$ cat config.mk
export PLATFORM = sky130hd
export DESIGN_NAME = rst_sequencer
export DESIGN_NICKNAME = d
export VERILOG_FILES = /design/src/rtl/rst_pkg.sv /design/src/rtl/rst_debounce.sv /design/src/rtl/rst_sequencer.sv
export SDC_FILE = /design/constraint.sdc
export NUM_CORES = 1
export LEC_CHECK = 0
export CAP_MARGIN = 10
export CORE_ASPECT_RATIO = 0.5
export CORE_UTILIZATION = 65
export CTS_CLUSTER_DIAMETER = 40
export DETAILED_ROUTE_END_ITERATION = 6
export PLACE_DENSITY_LB_ADDON = 0.25
export SYNTH_ARGS = -nofsm -noshare
export SYNTH_HDL_FRONTEND = slang
export SYNTH_HIERARCHICAL = 1
export SYNTH_SLANG_ARGS = --single-unit
$ cat constraint.sdc
create_clock -name sys_clk -period 5.8 [get_ports sys_clk]
set_input_delay 1.74 -clock sys_clk [delete_from_list [all_inputs] [get_ports sys_clk]]
set_output_delay 1.74 -clock sys_clk [all_outputs]
set_load 0.01 [all_outputs]
$ cat src/rtl/rst_pkg.sv
// Shared types for the board reset sequencer: reset-cause encoding and
// sequencer FSM states.
package rst_pkg;

  typedef enum logic [1:0] {
    CAUSE_POR = 2'd0,
    CAUSE_PLL = 2'd1,
    CAUSE_BTN = 2'd2,
    CAUSE_SW  = 2'd3
  } rst_cause_e;

  typedef enum logic [1:0] {
    ST_ASSERT  = 2'd0,
    ST_HOLD    = 2'd1,
    ST_RELEASE = 2'd2,
    ST_RUN     = 2'd3
  } rst_state_e;

endpackage

$ cat src/rtl/rst_debounce.sv
// Reset-button conditioning: multi-flop synchroniser followed by a
// consecutive-cycle debounce counter producing a registered press flag.
module rst_debounce
  import rst_pkg::*;
#(
  parameter int SYNC_STAGES     = 3,
  parameter int DEBOUNCE_CYCLES = 500000
) (
  input  logic clk,
  input  logic rst,
  input  logic i_press,
  output logic o_act
);

  localparam int CNT_W = $clog2(DEBOUNCE_CYCLES + 1);
  localparam logic [CNT_W-1:0] CNT_LAST = CNT_W'(DEBOUNCE_CYCLES - 1);

  logic [SYNC_STAGES-1:0] sync_q, sync_d;
  logic [CNT_W-1:0]       cnt_q, cnt_d;
  logic                   act_q, act_d;
  logic                   press_s;

  assign press_s = sync_q[SYNC_STAGES-1];
  assign o_act   = act_q;

  always_comb begin
    sync_d = {sync_q[SYNC_STAGES-2:0], i_press};
    cnt_d  = cnt_q;
    act_d  = act_q;
    if (!press_s) begin
      cnt_d = '0;
      act_d = 1'b0;
    end else if (cnt_q == CNT_LAST) begin
      // Counter parks at its last value while the press is held.
      act_d = 1'b1;
    end else begin
      cnt_d = cnt_q + CNT_W'(1);
    end
  end

  always_ff @(posedge clk) begin
    if (rst) begin
      sync_q <= '0;
      cnt_q  <= '0;
      act_q  <= 1'b0;
    end else begin
      sync_q <= sync_d;
      cnt_q  <= cnt_d;
      act_q  <= act_d;
    end
  end

endmodule

$ cat src/rtl/rst_sequencer.sv
// Board reset controller: merges button, PLL lock and software reset
// triggers, then releases NUM_DOMAINS resets in index order.
module rst_sequencer
  import rst_pkg::*;
#(
  parameter int NUM_DOMAINS     = 4,
  parameter int SYNC_STAGES     = 3,
  parameter int DEBOUNCE_CYCLES = 500000,
  parameter int HOLD_CYCLES     = 4500000,
  parameter int RELEASE_GAP     = 16,
  parameter bit BTN_ACTIVE_LOW  = 1'b1
) (
  input  logic                   sys_clk,
  input  logic                   sys_rst,
  input  logic                   i_btn,
  input  logic                   i_pll_locked,
  input  logic                   i_sw_rst_req,
  output logic [NUM_DOMAINS-1:0] o_rst,
  output logic                   o_ready,
  output logic [1:0]             o_cause
);

  localparam int HOLD_W = $clog2(HOLD_CYCLES + 1);
  localparam int GAP_W  = $clog2(RELEASE_GAP + 1);
  localparam logic [HOLD_W-1:0] HOLD_LAST = HOLD_W'(HOLD_CYCLES - 1);
  localparam logic [GAP_W-1:0]  GAP_LAST  = GAP_W'(RELEASE_GAP - 1);

  logic                   btn_press;
  logic                   btn_act;
  logic [SYNC_STAGES-1:0] lock_sync_q, lock_sync_d;
  logic                   lock_s;
  logic                   trig;

  rst_state_e             state_q, state_d;
  logic [HOLD_W-1:0]      hold_cnt_q, hold_cnt_d;
  logic [GAP_W-1:0]       gap_cnt_q, gap_cnt_d;
  logic [NUM_DOMAINS-1:0] rst_out_q, rst_out_d;
  logic                   ready_q, ready_d;
  rst_cause_e             cause_q, cause_d;

  assign btn_press = BTN_ACTIVE_LOW ? ~i_btn : i_btn;

  rst_debounce #(
    .SYNC_STAGES    (SYNC_STAGES),
    .DEBOUNCE_CYCLES(DEBOUNCE_CYCLES)
  ) u_debounce (
    .clk    (sys_clk),
    .rst    (sys_rst),
    .i_press(btn_press),
    .o_act  (btn_act)
  );

  // Lock synchroniser clears to 0, so the PLL reads unlocked while it fills.
  assign lock_sync_d = {lock_sync_q[SYNC_STAGES-2:0], i_pll_locked};
  assign lock_s      = lock_sync_q[SYNC_STAGES-1];
  assign trig        = btn_act | ~lock_s | i_sw_rst_req;

  assign o_rst   = rst_out_q;
  assign o_ready = ready_q;
  assign o_cause = cause_q;

  always_comb begin
    state_d    = state_q;
    hold_cnt_d = hold_cnt_q;
    gap_cnt_d  = gap_cnt_q;
    rst_out_d  = rst_out_q;
    ready_d    = ready_q;
    cause_d    = cause_q;

    if (trig) begin
      state_d    = ST_ASSERT;
      hold_cnt_d = '0;
      gap_cnt_d  = '0;
      rst_out_d  = '1;
      ready_d    = 1'b0;
      cause_d    = !lock_s ? CAUSE_PLL : (btn_act ? CAUSE_BTN : CAUSE_SW);
    end else begin
      unique case (state_q)
        ST_ASSERT: begin
          state_d    = ST_HOLD;
          hold_cnt_d = '0;
        end
        ST_HOLD: begin
          if (hold_cnt_q == HOLD_LAST) begin
            // Releases shift out from bit 0 upward; all-zero means done.
            rst_out_d  = rst_out_q << 1;
            hold_cnt_d = '0;
            gap_cnt_d  = '0;
            if (rst_out_d == '0) begin
              state_d = ST_RUN;
              ready_d = 1'b1;
            end else begin
              state_d = ST_RELEASE;
            end
          end else begin
            hold_cnt_d = hold_cnt_q + HOLD_W'(1);
          end
        end
        ST_RELEASE: begin
          if (gap_cnt_q == GAP_LAST) begin
            rst_out_d = rst_out_q << 1;
            gap_cnt_d = '0;
            if (rst_out_d == '0) begin
              state_d = ST_RUN;
              ready_d = 1'b1;
            end
          end else begin
            gap_cnt_d = gap_cnt_q + GAP_W'(1);
          end
        end
        ST_RUN: begin
          rst_out_d = '0;
          ready_d   = 1'b1;
        end
        default: state_d = ST_ASSERT;
      endcase
    end
  end

  always_ff @(posedge sys_clk) begin
    if (sys_rst) begin
      lock_sync_q <= '0;
      state_q     <= ST_ASSERT;
      hold_cnt_q  <= '0;
      gap_cnt_q   <= '0;
      rst_out_q   <= '1;
      ready_q     <= 1'b0;
      cause_q     <= CAUSE_POR;
    end else begin
      lock_sync_q <= lock_sync_d;
      state_q     <= state_d;
      hold_cnt_q  <= hold_cnt_d;
      gap_cnt_q   <= gap_cnt_d;
      rst_out_q   <= rst_out_d;
      ready_q     <= ready_d;
      cause_q     <= cause_d;
    end
  end

endmodule

* Word level (Yosys, flattened, before mapping)
Cells that the tools add are included.
Operators by class: add/subtract/negate cells 3, equal/unequal tests 9, multiplexer cells 19, bitwise gates (word level) 5, reduce and logical (&&, ||, !) cells 11
Operators with widths (number):
- 23-bit case mux with 2 select lines | 1
- 23-bit by 1-bit adder with 23-bit output, second input constant | 1
- 23-bit == test, second input constant | 1
- 23-bit two-way mux | 1
- 19-bit by 1-bit adder with 19-bit output, second input constant | 1
- 19-bit == test, second input constant | 1
- 4-bit case mux with 3 select lines | 1
- 5-bit two-way mux | 2
- 5-bit case mux with 2 select lines | 1
- 2-bit two-way mux | 4
- 4-bit two-way mux | 2
- 2-bit inequality test, second input constant | 3
- 2-bit case mux with 3 select lines | 1
- 3-bit nonzero test | 2
- 5-bit by 1-bit adder with 5-bit output, second input constant | 1
- 5-bit by 4-bit == test with 1-bit output, second input constant | 1
- 1-bit two-way mux | 5
- 2-bit == test, second input constant | 2
- 4-bit zero test | 1
- 4-bit AND reduction | 1
- 2-bit nonzero test | 2
- 2-bit OR reduction | 2
- 1-bit NOT | 3
- 1-bit case mux with 3 select lines | 1
- other kinds (5) | 6
Word-level totals: register bits after elaboration 63, bits of input ports 5, output and inout bits 7, logic and storage cells 57

* Depth between registers and ports, before layout
Gate-level depths: netlist (run 1).
depth in word-level cells 4, gate-level depth with buffers 8, depth with buffers taken out 6

* By module
Netlist (run 1), hierarchy kept.
Modules (own cells, without submodules):
- rst_sequencer | times used 1, cells an instance 243, area an instance 2075.7 um^2, sequential area each 800.8 um^2
- rst_debounce | times used 1, cells an instance 111, area an instance 1072.3 um^2, sequential area each 460.4 um^2

* Least setup slack after synthesis (run 1)
Ideal clock, no wire load.
kind input -> register, start input port i_sw_rst_req, end register hold_cnt_q[10], setup time 0.087 ns, data arrival time 3.231 ns, setup slack 2.482 ns, stages on the path 6, cell sequence or4b_1 > clkbuf_1 > a211oi_2 > buf_2 > nand2_1 > o31ai_1
On the way: cells in the longest elaborated chain, start to end 2
RTL lines:
- start: declaration | RTL line rst_sequencer.sv:17 | input logic i_sw_rst_req,
- 1-bit OR | RTL line rst_sequencer.sv:56 | assign trig = btn_act | ~lock_s | i_sw_rst_req;
- 2-bit OR reduction (no line)
- end signal: assignment | RTL line rst_sequencer.sv:132 | hold_cnt_q <= hold_cnt_d;
- end: declaration | RTL line rst_sequencer.sv:35 | logic [HOLD_W-1:0] hold_cnt_q, hold_cnt_d;
No other way between the ends. A chain may end at the register's enable or synchronous reset.

* Final worst setup path (run 1)
start input port sys_rst, end register hold_cnt_q[17]
On the way: cells in the longest elaborated chain, start to end 1
RTL lines:
- start: declaration | RTL line rst_sequencer.sv:14 | input logic sys_rst,
- 2-bit OR reduction (no line)
No other way between the ends.

==> flow_summary.rst, run 1 <==
.. list-table::
   :header-rows: 1

   * - Metric
     - Value
   * - Result of the run
     - completed
   * - CTS root buf
     - sky130_fd_sc_hd__clkbuf_8
   * - Met1 Track Usage GR
     - 34.93%
   * - Flop-to-flop setup slack
     - 3.48 ns
   * - Share of post-route cells with drive strength above 1
     - 11.41%
   * - Clk sink count
     - 63
   * - Top fanout value on the critical path
     - 15
   * - Count of final max-slew check failures
     - 0
   * - Storage element area
     - 1261 sq um
   * - Clock buffers created by TritonCTS
     - 9
   * - Final core utilization
     - 77.35%
   * - RSZ-0062 raised after global routing
     - false
   * - Post-synthesis to final-layout area growth
     - 11.33%
   * - Met3 layer usage reported by global route
     - 8.755%
   * - Startpoint of the most critical register-to-register path
     - state_q[1]$_SDFFE_PP0P_
   * - Maximum number of pins on one net before global-route repair
     - 29
   * - Max capacitance violation total
     - 0
   * - Worst hold stages
     - 1
   * - Number of antenna-violating nets in the routed design
     - 0
   * - Number of inserted diodes
     - 0
   * - Maximum frequency from static timing analysis
     - 254.0 MHz
   * - Setup slack of the critical path after layout
     - 1.863 ns
   * - Fin. Hold Viols
     - 0
   * - Sequential share of the synthesized area
     - 40.06%
   * - Placement-stage worst setup slack
     - 1.589 ns
   * - Worst Path Required
     - 6.07 ns
   * - Prevailing post-synth register cell
     - sky130_fd_sc_hd__dfxtp_1
   * - Maximum level of the CTS H-tree
     - 3
   * - Syn Nets
     - 366
   * - Final Net Count
     - 375
   * - Relative slew slack
     - 38.03%
   * - Simple-gate share of the synthesized area
     - 27.90%
   * - Portion of netlist area occupied by mux cells
     - 0.3180%
   * - Unique cell type count in the Yosys netlist
     - 64
   * - Total area of multi-input combinational cells
     - 1745 sq um
   * - Via count
     - 2,726
   * - Gr busiest metal
     - met2
   * - Number of rows in the core area
     - 17
   * - Wire length of the first global-routing pass
     - 11,630 microns
   * - GR Util met2
     - 51.60%
   * - Most common library cells after synthesis
     - sky130_fd_sc_hd__dfxtp_1, sky130_fd_sc_hd__a21oi_1, sky130_fd_sc_hd__nand2_1, sky130_fd_sc_hd__nor2_1
   * - Layout fillers
     - 324
   * - Leakage power of the design
     - 1.137 nW
   * - Synth Area per Inst
     - 8.893 sq um
   * - Final cell count without fillers
     - 434
   * - Port bufs
     - 11
   * - Synthesis Warnings
     - 6
   * - Sum of routed wire length over all layers
     - 6836 microns
   * - Clock slew seen by the registers of the worst setup and hold paths
     - 0.07 ns
   * - Critical path endpoint category
     - register
   * - Asr flop ratio synth
     - 0%
   * - Placed Cells incl. Taps
     - 418
   * - Clock tree from TritonCTS
     - built
   * - GRT Residual Overflow
     - 0
   * - Number of gates given a new drive strength after cts
     - 0
   * - Synthesized instance count
     - 354
   * - Most instantiated library cell after synthesis
     - sky130_fd_sc_hd__dfxtp_1
   * - # Post-CTS Setup Buffers
     - 0
   * - Final Skew
     - 0.009450 ns
   * - Final routed DRC violation total
     - 0
   * - Worst r2r path cells
     - 7
   * - Synthesized-area fraction occupied by ao, oa, aoi and oai cells
     - 20.55%
   * - Post-CTS Hold Fix Bufs
     - 0
   * - Total power density per cell area
     - 254.5 nW/um^2
   * - Drt initial violations
     - 124
   * - Post-synthesis instance area
     - 3148 sq um
   * - Post-synth EDFFs
     - 0
   * - Category of the worst setup path launch point
     - primary input
   * - Xor and xnor area share after synthesis
     - 3.895%
   * - WL per Instance
     - 15.75 microns
   * - Placeable core area
     - 4531 sq um
   * - Aggregate global-route resource usage
     - 29.55%
   * - Detailed-route vias per instance
     - 6.281
   * - TritonRoute pass-1 iters
     - 5
   * - Die ar.
     - 5143 sq um
   * - Final critical path time including I/O delays and setup
     - 3.937 ns
   * - Die height
     - 51.21 microns
   * - FF-to-FF End
     - hold_cnt_q[5]$_SDFFE_PP0P_
   * - Worst Hold End
     - lock_sync_q[1]$_SDFF_PP0_
   * - Least-Margin Pin Slew
     - 0.9224 ns
   * - Synthesized-area fraction occupied by adder cells
     - 2.782%
   * - Worst IR drop on VDD
     - 0.1944 mV
   * - Kind of critical path
     - in2reg
   * - DPL Wire Length
     - 4758 microns
   * - Dominant combinational cell family by area after synthesis
     - simple AND/OR/NAND/NOR gates
   * - Top-area cell type share of the netlist area
     - 40.06%
   * - Data arrival time of the worst path
     - 4.20 ns
   * - Starting utilization of the core area
     - 69.48%
   * - Number of global-route vias before repair
     - 2,607
   * - Longest Clk Path Bufs
     - 2
   * - Final period util
     - 67.88%
   * - Yosys top cell by area
     - sky130_fd_sc_hd__dfxtp_1
   * - Worst hold path startpoint
     - lock_sync_q[0]$_SDFF_PP0_
   * - Overall power consumption
     - 0.8918 mW
   * - Ports
     - 12
   * - Antenna violations before repair
     - 0
   * - Synth area leaders
     - sky130_fd_sc_hd__dfxtp_1, sky130_fd_sc_hd__a21oi_1, sky130_fd_sc_hd__nand2_1
   * - TNS Setup
     - 0 ns
   * - Clock insertion delay at the later pin of the skew report
     - 0.34 ns
   * - Register bit total from synthesis
     - 63
   * - Number of setup violations in the final report
     - 0
   * - Die Span X
     - 100.4 microns
   * - Type of the tightest min-delay check
     - reg2reg
   * - RD Place Congestion
     - 0.9000
==> report_power, final <==
| part | leakage [nW] | switching (mW) | total (mW) | internal [mW] |
|---|---|---|---|---|
| sequential | 0.509 | 0.000971 | 0.436 | 0.435 |
| combinational | 0.510 | 0.00594 | 0.0117 | 0.00574 |
| clock | 0.119 | 0.167 | 0.444 | 0.278 |
==> sequential cells by signal, summed over array words and instances, names as in the netlist <==
register,flops
hold_cnt_q,23
u_debounce/cnt_q,19
gap_cnt_q,5
o_rst,4
lock_sync_q,3
u_debounce/sync_q,3
o_cause,2
state_q,2
o_ready,1
u_debounce/o_act,1
==> logic make-up after synthesis <==
logic type               Yosys count
AO/OA/AOI/OAI                     95
XOR/XNOR                          14
adder cells (fa/ha/maj)            7
buffers and inverters             28
flip-flops                        63
multiplexers                       1
AND/OR/NAND/NOR                  146
==> final cells by class <==
| cell class | count | share of cell area, % |
|---|---|---|
| Clock buffer | 12 | 4.713 |
| Clock inverter | 4 | 2.178 |
| Inverter | 13 | 1.392 |
| Timing Repair Buffer | 13 | 3.570 |
| Multi-Input combinational cell | 263 | 49.80 |
| Tap cell | 66 | 2.356 |
| Sequential cell | 63 | 35.99 |
==> metal layers <==
metal	part of all wire, %	wire [microns]	vias to the layer above
met5	0	0	-
met4	0.79	54	0
met3	4.4	300	6
met2	49	3341	59
met1	46	3139	1321
li1	-	-	1340
==> critical path, stage by stage <==
cell and delay [ns]:
sky130_fd_sc_hd__clkdlybuf4s50_1 0.59, sky130_fd_sc_hd__or4b_1 0.81, sky130_fd_sc_hd__nor3_1 0.80, sky130_fd_sc_hd__a21oi_1 0.07, sky130_fd_sc_hd__a21oi_1 0.18
==> through the flow <==
stage	hold slack [ns]	instance area, sq um
finish	0.4502	3505
detailed placement	0.4381	3263
global placement	0.4178	3263
floorplan	0.4138	3148
CTS	0.4547	3505
global route	0.4670	3505
==> layout by cell type (no fill, tap or decap), types with 12 or more instances in the layout <==
| master | instances |
|---|---|
| sky130_fd_sc_hd__nor2_1 | 23 |
| sky130_fd_sc_hd__clkbuf_8 | 12 |
| sky130_fd_sc_hd__nand2_1 | 27 |
| sky130_fd_sc_hd__a21oi_1 | 27 |
| sky130_fd_sc_hd__nand3_1 | 15 |
| sky130_fd_sc_hd__nand4_1 | 15 |
| sky130_fd_sc_hd__inv_1 | 13 |
| sky130_fd_sc_hd__o21ai_0 | 15 |
| sky130_fd_sc_hd__a31oi_1 | 15 |
| sky130_fd_sc_hd__dfxtp_1 | 63 |
==> worst max path at each step <==
stage	cells after the start	slack, ns	from	to
6_report	5	1.86	sys_rst	hold_cnt_q[17]$_SDFFE_PP0P_
5_1_grt	5	1.73	sys_rst	hold_cnt_q[17]$_SDFFE_PP0P_
4_1_cts	5	1.91	sys_rst	hold_cnt_q[17]$_SDFFE_PP0P_
3_5_place_dp	5	1.59	sys_rst	hold_cnt_q[17]$_SDFFE_PP0P_
3_3_place_gp	4	1.69	sys_rst	hold_cnt_q[3]$_SDFFE_PP0P_
2_1_floorplan	6	2.48	i_sw_rst_req	hold_cnt_q[10]$_SDFFE_PP0P_
No activity file was read; power rests on OpenSTA's default activity.
==> run 2, diff against run 1 <==
--- a/config.mk
+++ b/config.mk
@@ -7,7 +7,7 @@
 export LEC_CHECK = 0
 export CAP_MARGIN = 10
 export CORE_ASPECT_RATIO = 0.5
-export CORE_UTILIZATION = 65
+export CORE_UTILIZATION = 54
 export CTS_CLUSTER_DIAMETER = 40
 export DETAILED_ROUTE_END_ITERATION = 6
 export PLACE_DENSITY_LB_ADDON = 0.25
==> constraint.sdc (replaced) <==
create_clock -name sys_clk -period 3.25 [get_ports sys_clk]
set_input_delay 0.975 -clock sys_clk [delete_from_list [all_inputs] [get_ports sys_clk]]
set_output_delay 0.975 -clock sys_clk [all_outputs]
set_load 0.01 [all_outputs]
==> flow_summary.rst, run 2 (synthesis gave the netlist of run 1 again) <==
.. list-table::
   :header-rows: 1

   * - Metric
     - Value
   * - Result of the run
     - completed (unchanged)
   * - Share of post-route cells with drive strength above 1
     - 12.40% (was 11.41%)
   * - Sum of routed wire length over all layers
     - 7020 microns (was 6836 microns)
   * - Final period util
     - 79.73%
   * - Via count
     - 2,723 (was 2,726)
   * - Clock buffers created by TritonCTS
     - 9 (unchanged)
   * - Cell repeated most along the worst path
     - sky130_fd_sc_hd__or4b_1 (was sky130_fd_sc_hd__a21oi_1)
   * - Post-CTS Hold Fix Bufs
     - 0 (unchanged)
   * - WL per Instance
     - 15.81 microns (was 15.75 microns)
   * - Detailed-route vias per instance
     - 6.133 (was 6.281)
   * - Number of setup violations in the final report
     - 0 (unchanged)
   * - RSZ-0062 raised after global routing
     - false (unchanged)
   * - Longest Clk Path Bufs
     - 2 (unchanged)
   * - DPL Wire Length
     - 4790 microns (was 4758 microns)
   * - Final routed DRC violation total
     - 0 (unchanged)
   * - Final Skew
     - 0.003687 ns (was 0.009450 ns)
   * - Commonest cells after routing, fill and taps aside
     - sky130_fd_sc_hd__dfxtp_1, sky130_fd_sc_hd__nand2_1, sky130_fd_sc_hd__a21oi_1 (unchanged)
   * - Type of the tightest min-delay check
     - reg2reg (unchanged)
   * - Cell-by-cell listing of the critical path
     - clkdlybuf4s50_1, or4b_1, buf_4, or4b_1, nand3_1 (was clkdlybuf4s50_1, or4b_1, nor3_1, a21oi_1, a21oi_1)
   * - Post-synthesis to final-layout area growth
     - 15.86% (was 11.33%)
   * - Clock tree from TritonCTS
     - built (unchanged)
   * - Largest register by flop count
     - hold_cnt_q (unchanged)
   * - Starting utilization of the core area
     - 56.83% (was 69.48%)
   * - Category of the worst setup path launch point
     - primary input (unchanged)
   * - Layout fillers
     - 464 (was 324)
   * - Placement-stage worst setup slack
     - 0.3241 ns (was 1.589 ns)
   * - Die height
     - 55.99 microns (was 51.21 microns)
   * - Number of rows in the core area
     - 19 (was 17)
   * - Data arrival time of the worst path
     - 2.86 ns (was 4.20 ns)
   * - Number of inserted diodes
     - 0 (unchanged)
   * - Least-Margin Pin Slew
     - 0.7659 ns (was 0.9224 ns)
   * - Number of antenna-violating nets in the routed design
     - 0 (unchanged)
   * - GRT Residual Overflow
     - 0 (unchanged)
   * - Maximum frequency from static timing analysis
     - 385.9 MHz
   * - Top delay family on crit path
     - simple AND/OR/NAND/NOR gates (unchanged)
   * - Number of global-route vias before repair
     - 2,523 (was 2,607)
   * - Antenna violations before repair
     - 0 (unchanged)
   * - Leakage power of the design
     - 1.202 nW (was 1.137 nW)
   * - Count of final max-slew check failures
     - 0 (unchanged)
   * - Total power density per cell area
     - 523.8 nW/um^2 (was 254.5 nW/um^2)
   * - Kind of critical path
     - in2reg (unchanged)
   * - Placeable core area
     - 5539 sq um (was 4531 sq um)
   * - Number of gates given a new drive strength after cts
     - 0 (unchanged)
   * - Worst Path Required
     - 3.52 ns (was 6.07 ns)
   * - Die Span X
     - 110.0 microns (was 100.4 microns)
   * - Slowest stage cell, crit path
     - sky130_fd_sc_hd__or4b_1 (unchanged)
   * - Final critical path time including I/O delays and setup
     - 2.591 ns
   * - Ports
     - 12 (unchanged)
   * - Port bufs
     - 11 (unchanged)
   * - Top fanout value on the critical path
     - 14 (was 15)
   * - Wire length of the first global-routing pass
     - 11,650 microns (was 11,630 microns)
   * - Relative slew slack
     - 48.51% (was 38.03%)
   * - Setup slack of the critical path after layout
     - 0.6588 ns (was 1.863 ns)
   * - Min Hold Slack
     - 0.4402 ns (was 0.4502 ns)
   * - CTS root buf
     - sky130_fd_sc_hd__clkbuf_16 (was sky130_fd_sc_hd__clkbuf_8)
   * - Drt initial violations
     - 211 (was 124)
   * - RD Place Congestion
     - 0.8367 (was 0.9000)
   * - CP peak stage delay
     - 0.58 ns (was 0.81 ns)
   * - Final Net Count
     - 378 (was 375)
   * - Fin. Hold Viols
     - 0 (unchanged)
   * - Clock slew seen by the registers of the worst setup and hold paths
     - 0.05 ns (was 0.07 ns)
   * - Die ar.
     - 6158 sq um (was 5143 sq um)
   * - TNS Setup
     - 0 ns (unchanged)
   * - Worst IR drop on VDD
     - 0.6740 mV (was 0.1944 mV)
   * - Clk sink count
     - 63 (unchanged)
   * - Aggregate global-route resource usage
     - 25.30% (was 29.55%)
   * - Max capacitance violation total
     - 0 (unchanged)
   * - Flip-flop count of the largest register, all copies and words added
     - 23 (unchanged)
   * - Maximum number of pins on one net before global-route repair
     - 29 (unchanged)
   * - Registers with the most flip-flops
     - hold_cnt_q: 23 flops, u_debounce/cnt_q: 19 flops, gap_cnt_q: 5 flops (unchanged)
   * - Maximum level of the CTS H-tree
     - 3 (unchanged)
   * - Commonest non-fill, non-tap cell in the layout
     - sky130_fd_sc_hd__dfxtp_1 (unchanged)
   * - Clock insertion delay at the later pin of the skew report
     - 0.33 ns (was 0.34 ns)
   * - # Post-CTS Setup Buffers
     - 0 (unchanged)
   * - TritonRoute pass-1 iters
     - 4 (was 5)
   * - Critical path buffers and inverters
     - 2 (was 1)
   * - Final core utilization
     - 65.85% (was 77.35%)
   * - Critical path endpoint category
     - register (unchanged)
[run 2: where the power goes]
part / internal [mW] / switching, mW
Combinational: 0.0113 / 0.0113
Sequential: 0.777 / 0.00170
Clock: 0.766 / 0.343
Total: 1.55 / 0.356
[run 2: path summary, 6_finish.rpt]
check / startpoint / endpoint / slack (ns) / depth (start not counted)
worst min-delay path: lock_sync_q[1]$_SDFF_PP0_ / lock_sync_q[2]$_SDFF_PP0_ / 0.44 / 1
worst max-delay path: i_sw_rst_req / hold_cnt_q[20]$_SDFFE_PP0P_ / 0.66 / 5
worst max register to register: state_q[1]$_SDFFE_PP0P_ / hold_cnt_q[10]$_SDFFE_PP0P_ / 0.96 / 7
worst min register to register: lock_sync_q[1]$_SDFF_PP0_ / lock_sync_q[2]$_SDFF_PP0_ / 0.44 / 1
[run 2: metal layers]
metal	wire length [microns]	track usage, %	part of all wire, %	up-vias
met5	0	0	0	-
met4	108	11.62	1.5	0
li1	-	-	-	1351
met2	3190	37.77	45	58
met1	3379	32.87	48	1305
met3	342	8.665	4.9	9
[run 2: stage by stage]
stage | instance area (sq um) | power [mW] | std cells
4_1_cts | 3647 | 1.932 | 444
5_1_grt | 3647 | 1.970 | 444
3_3_place_gp | 3301 | 0.8163 | 428
6_report | 3647 | 1.911 | 444
3_5_place_dp | 3301 | 0.8175 | 428
2_1_floorplan | 3148 | 0.8053 | 354
[run 2: final cells by class]
cell class                 instances  area [sq um]  share of cell area (%)
clock buffer                      10         239.0                   6.552
clock inverter                     6         107.6                   2.950
inverter                          13         48.80                   1.338
multi-input combinational        263          1752                   48.03
sequential                        63          1261                   34.58
tap                               73         91.34                   2.504
timing repair buffer              16         147.6                   4.048
[run 2: worst register-to-register path, delay by kind of cell (launching register included)]
kind,cells,cell delay [ns]
DFF,1,0.33
and+or+nand+nor,1,0.11
buffers and inverters,3,0.73
AOI/OAI and AO/OA,2,0.47
adders and majority gates,1,0.56
==> run 3, diff against run 2 <==
==> constraint.sdc (replaced) <==
create_clock -name sys_clk -period 2.1 [get_ports sys_clk]
set_input_delay 0.63 -clock sys_clk [delete_from_list [all_inputs] [get_ports sys_clk]]
set_output_delay 0.63 -clock sys_clk [all_outputs]
set_load 0.01 [all_outputs]
==> flow_summary.rst, run 3 (synthesis gave the netlist of run 1 again) <==
.. list-table::
   :header-rows: 1

   * - Metric
     - Value
   * - Result of the run
     - completed (unchanged)
   * - Registers with the most flip-flops
     - hold_cnt_q: 23 flops, u_debounce/cnt_q: 19 flops, gap_cnt_q: 5 flops (unchanged)
   * - Maximum frequency from static timing analysis
     - 484.7 MHz
   * - CP peak stage delay
     - 0.56 ns (was 0.58 ns)
   * - Critical Path End
     - hold_cnt_q[3]$_SDFFE_PP0P_ (was hold_cnt_q[20]$_SDFFE_PP0P_)
   * - Clock insertion delay at the later pin of the skew report
     - 0.33 ns (about the same)
   * - Critical path endpoint category
     - register (unchanged)
   * - Layout fillers
     - 398 (was 464)
   * - Clk sink count
     - 63 (unchanged)
   * - Number of rows in the core area
     - 19 (unchanged)
   * - GR Util met2
     - 44.73% (was 37.77%)
   * - Worst r2r path cells
     - 8 (was 7)
   * - Count of final max-slew check failures
     - 0 (unchanged)
   * - Fin. Hold Viols
     - 0 (unchanged)
   * - Kind of critical path
     - reg2reg (was in2reg)
   * - Maximum number of pins on one net before global-route repair
     - 21 (was 29)
   * - GRT Residual Overflow
     - 0 (unchanged)
   * - Drt initial violations
     - 319 (was 211)
   * - Share of post-route cells with drive strength above 1
     - 20.54% (was 12.40%)
   * - Sum of routed wire length over all layers
     - 8160 microns (was 7020 microns)
   * - Switching power summed over all nets
     - 0.5261 mW (was 0.3561 mW)
   * - Post-synthesis to final-layout area growth
     - 26.31% (was 15.86%)
   * - Placement-stage worst setup slack
     - -0.4086 ns (was 0.3241 ns)
   * - TritonRoute pass-1 iters
     - 5 (was 4)
   * - Number of global-route vias before repair
     - 2,806 (was 2,523)
   * - Clk network pwr share
     - 56.3% (was 58.1%)
   * - Overall power consumption
     - 2.851 mW (was 1.911 mW)
   * - Setup slack of the critical path after layout
     - 0.03700 ns (was 0.6588 ns)
   * - Ports
     - 12 (unchanged)
   * - Die Span X
     - 110.0 microns (unchanged)
   * - Wire length of the first global-routing pass
     - 13,030 microns (was 11,650 microns)
   * - Internal power component
     - 2.325 mW (was 1.554 mW)
   * - Maximum level of the CTS H-tree
     - 3 (unchanged)
   * - Number of setup violations in the final report
     - 0 (unchanged)
   * - Port bufs
     - 11 (unchanged)
   * - Leakage power of the design
     - 1.409 nW (was 1.202 nW)
   * - Top fanout value on the critical path
     - 7 (was 14)
   * - Commonest non-fill, non-tap cell in the layout
     - sky130_fd_sc_hd__dfxtp_1 (unchanged)
   * - Final period util
     - 98.24%
   * - Via count
     - 3,048 (was 2,723)
   * - Starting utilization of the core area
     - 56.83% (unchanged)
   * - WL per Instance
     - 17.11 microns (was 15.81 microns)
   * - Aggregate global-route resource usage
     - 27.76% (was 25.30%)
   * - RD Place Congestion
     - 0.8328 (was 0.8367)
   * - Met3 layer usage reported by global route
     - 7.377% (was 8.665%)
   * - Relative slew slack
     - 65.20% (was 48.51%)
   * - Launch point of the critical path
     - hold_cnt_q[10]$_SDFFE_PP0P_ (was i_sw_rst_req)
   * - Gr busiest metal
     - met2 (unchanged)
   * - Placeable core area
     - 5539 sq um (unchanged)
   * - Slowest stage cell, crit path
     - sky130_fd_sc_hd__or4_4 (was sky130_fd_sc_hd__or4b_1)
   * - TNS Setup
     - 0 ns (unchanged)
   * - Switching share of power
     - 18.45% (was 18.64%)
   * - Flip-flop count of the largest register, all copies and words added
     - 23 (unchanged)
   * - RSZ-0062 raised after global routing
     - false (unchanged)
   * - Number of antenna-violating nets in the routed design
     - 0 (unchanged)
   * - Proportion of power drawn by flip-flops and latches
     - 42.3% (was 40.8%)
   * - Worst Path Required
     - 2.31 ns (was 3.52 ns)
   * - CTS root buf
     - sky130_fd_sc_hd__clkbuf_16 (unchanged)
   * - Clock slew seen by the registers of the worst setup and hold paths
     - 0.05 ns (about the same)
   * - Detailed-route vias per instance
     - 6.390 (was 6.133)
   * - Die ar.
     - 6158 sq um (unchanged)
   * - Antenna violations before repair
     - 0 (unchanged)
   * - Clock tree from TritonCTS
     - built (unchanged)
   * - Final core utilization
     - 71.79% (was 65.85%)
   * - Total power density per cell area
     - 717.0 nW/um^2 (was 523.8 nW/um^2)
   * - Number of inserted diodes
     - 0 (unchanged)
   * - Final Net Count
     - 411 (was 378)
   * - DPL Wire Length
     - 5155 microns (was 4790 microns)
   * - Final Skew
     - 0.005792 ns (was 0.003687 ns)
   * - Die height
     - 55.99 microns (unchanged)
   * - Final critical path time including I/O delays and setup
     - 2.063 ns
   * - Worst IR drop on VDD
     - 0.7138 mV (was 0.6740 mV)
   * - Data arrival time of the worst path
     - 2.28 ns (was 2.86 ns)
   * - FF-to-FF End
     - hold_cnt_q[3]$_SDFFE_PP0P_ (was hold_cnt_q[10]$_SDFFE_PP0P_)
   * - Category of the worst setup path launch point
     - register (was primary input)
   * - Longest Clk Path Bufs
     - 2 (unchanged)
   * - Max capacitance violation total
     - 0 (unchanged)
   * - Clock buffers created by TritonCTS
     - 9 (unchanged)
   * - Startpoint of the most critical register-to-register path
     - hold_cnt_q[10]$_SDFFE_PP0P_ (was state_q[1]$_SDFFE_PP0P_)
   * - Final routed DRC violation total
     - 0 (unchanged)
   * - Cell-by-cell listing of the critical path
     - or4_4, nor4_4, buf_4, a211oi_4, buf_6, buf_2, buf_4, a22o_1 (was clkdlybuf4s50_1, or4b_1, buf_4, or4b_1, nand3_1)
   * - Cell repeated most along the worst path
     - sky130_fd_sc_hd__buf_4 (was sky130_fd_sc_hd__or4b_1)
   * - Commonest cells after routing, fill and taps aside
     - sky130_fd_sc_hd__dfxtp_1, sky130_fd_sc_hd__buf_4, sky130_fd_sc_hd__nand2_1, sky130_fd_sc_hd__a21oi_1, sky130_fd_sc_hd__nor2_1 (was sky130_fd_sc_hd__dfxtp_1, sky130_fd_sc_hd__nand2_1, sky130_fd_sc_hd__a21oi_1)
   * - Met1 Track Usage GR
     - 35.68% (was 32.87%)
   * - Final non-filler cell area
     - 3976 sq um (was 3647 sq um)
   * - Least-Margin Pin Slew
     - 0.5165 ns (was 0.7659 ns)
   * - Combinational cell fraction of total power
     - 1.4% (was 1.2%)
   * - Flop-to-flop setup slack
     - 0.04 ns (was 0.96 ns)
   * - Largest register by flop count
     - hold_cnt_q (unchanged)
   * - Type of the tightest min-delay check
     - reg2reg (unchanged)
   * - Post-detailed-placement cell area
     - 3495 sq um (was 3301 sq um)
run 3: cell types whose count changed in the layout (fill, tap and decap cells not counted), sizes merged:
cell,change
buf,+32
bufinv,-1
clkbuf,+4
clkdlybuf4s50,-2
clkinv,-1
clkinvlp,-1
dlymetal6s2s,+2
run 3: stage by stage:
stage          instances  hold slack (ns)
2_1_floorplan        354           0.4138
3_3_place_gp         452           0.4183
3_5_place_dp         452           0.4296
4_1_cts              470           0.4437
5_1_grt              477           0.4590
6_report             477           0.4366
run 3: power by group through the flow:
stage | Clock (mW) | Sequential [mW] | Combinational [mW]
after floorplan | 0 | 1.23 | 0.0162
after global placement | 0 | 1.23 | 0.0359
after detailed placement | 0 | 1.23 | 0.0374
after CTS | 1.62 | 1.21 | 0.0384
after global routing | 1.69 | 1.21 | 0.0428
final | 1.61 | 1.21 | 0.0390
run 3: layout make-up:
cell class | instances | area (sq um) | share of cell area, %
multi-input combinational | 263 | 1809 | 45.50
sequential | 63 | 1262 | 31.75
timing repair buffer | 49 | 439.2 | 11.04
clock buffer | 13 | 260.3 | 6.545
tap | 73 | 91.34 | 2.297
clock inverter | 3 | 65.06 | 1.636
inverter | 13 | 48.80 | 1.227
run 3: worst min path at each step:
| stage | endpoint | cells after the start | startpoint |
|---|---|---|---|
| floorplan | lock_sync_q[1]$_SDFF_PP0_ | 1 | lock_sync_q[0]$_SDFF_PP0_ |
| global placement | lock_sync_q[2]$_SDFF_PP0_ | 1 | lock_sync_q[1]$_SDFF_PP0_ |
| detailed placement | lock_sync_q[2]$_SDFF_PP0_ | 1 | lock_sync_q[1]$_SDFF_PP0_ |
| CTS | lock_sync_q[2]$_SDFF_PP0_ | 1 | lock_sync_q[1]$_SDFF_PP0_ |
| global route | lock_sync_q[2]$_SDFF_PP0_ | 1 | lock_sync_q[1]$_SDFF_PP0_ |
| finish | lock_sync_q[2]$_SDFF_PP0_ | 1 | lock_sync_q[1]$_SDFF_PP0_ |
run 3: timing repair:
| item | 4_1_cts | 5_1_grt |
|---|---|---|
| setup endpoints to repair | 13 | 24 |
| cloned | 1 | 2 |
| pin swaps | 2 | 8 |
| buffers inserted | 1 | 6 |
| resized for setup | 4 | 12 |
| hold buffers | 0 | 0 |
run 3: critical path: cells and delay by family, from the launching register on:
kind            cells  cell delay, ns
simple gates        2            0.76
buf+inv             4            0.64
flops               1            0.32
compound gates      2            0.22
run 3: layer usage:
metal,vias up,wire (microns)
met3,31,548
met2,141,3808
li1,1422,-
met5,-,0
met1,1454,3617
met4,0,186
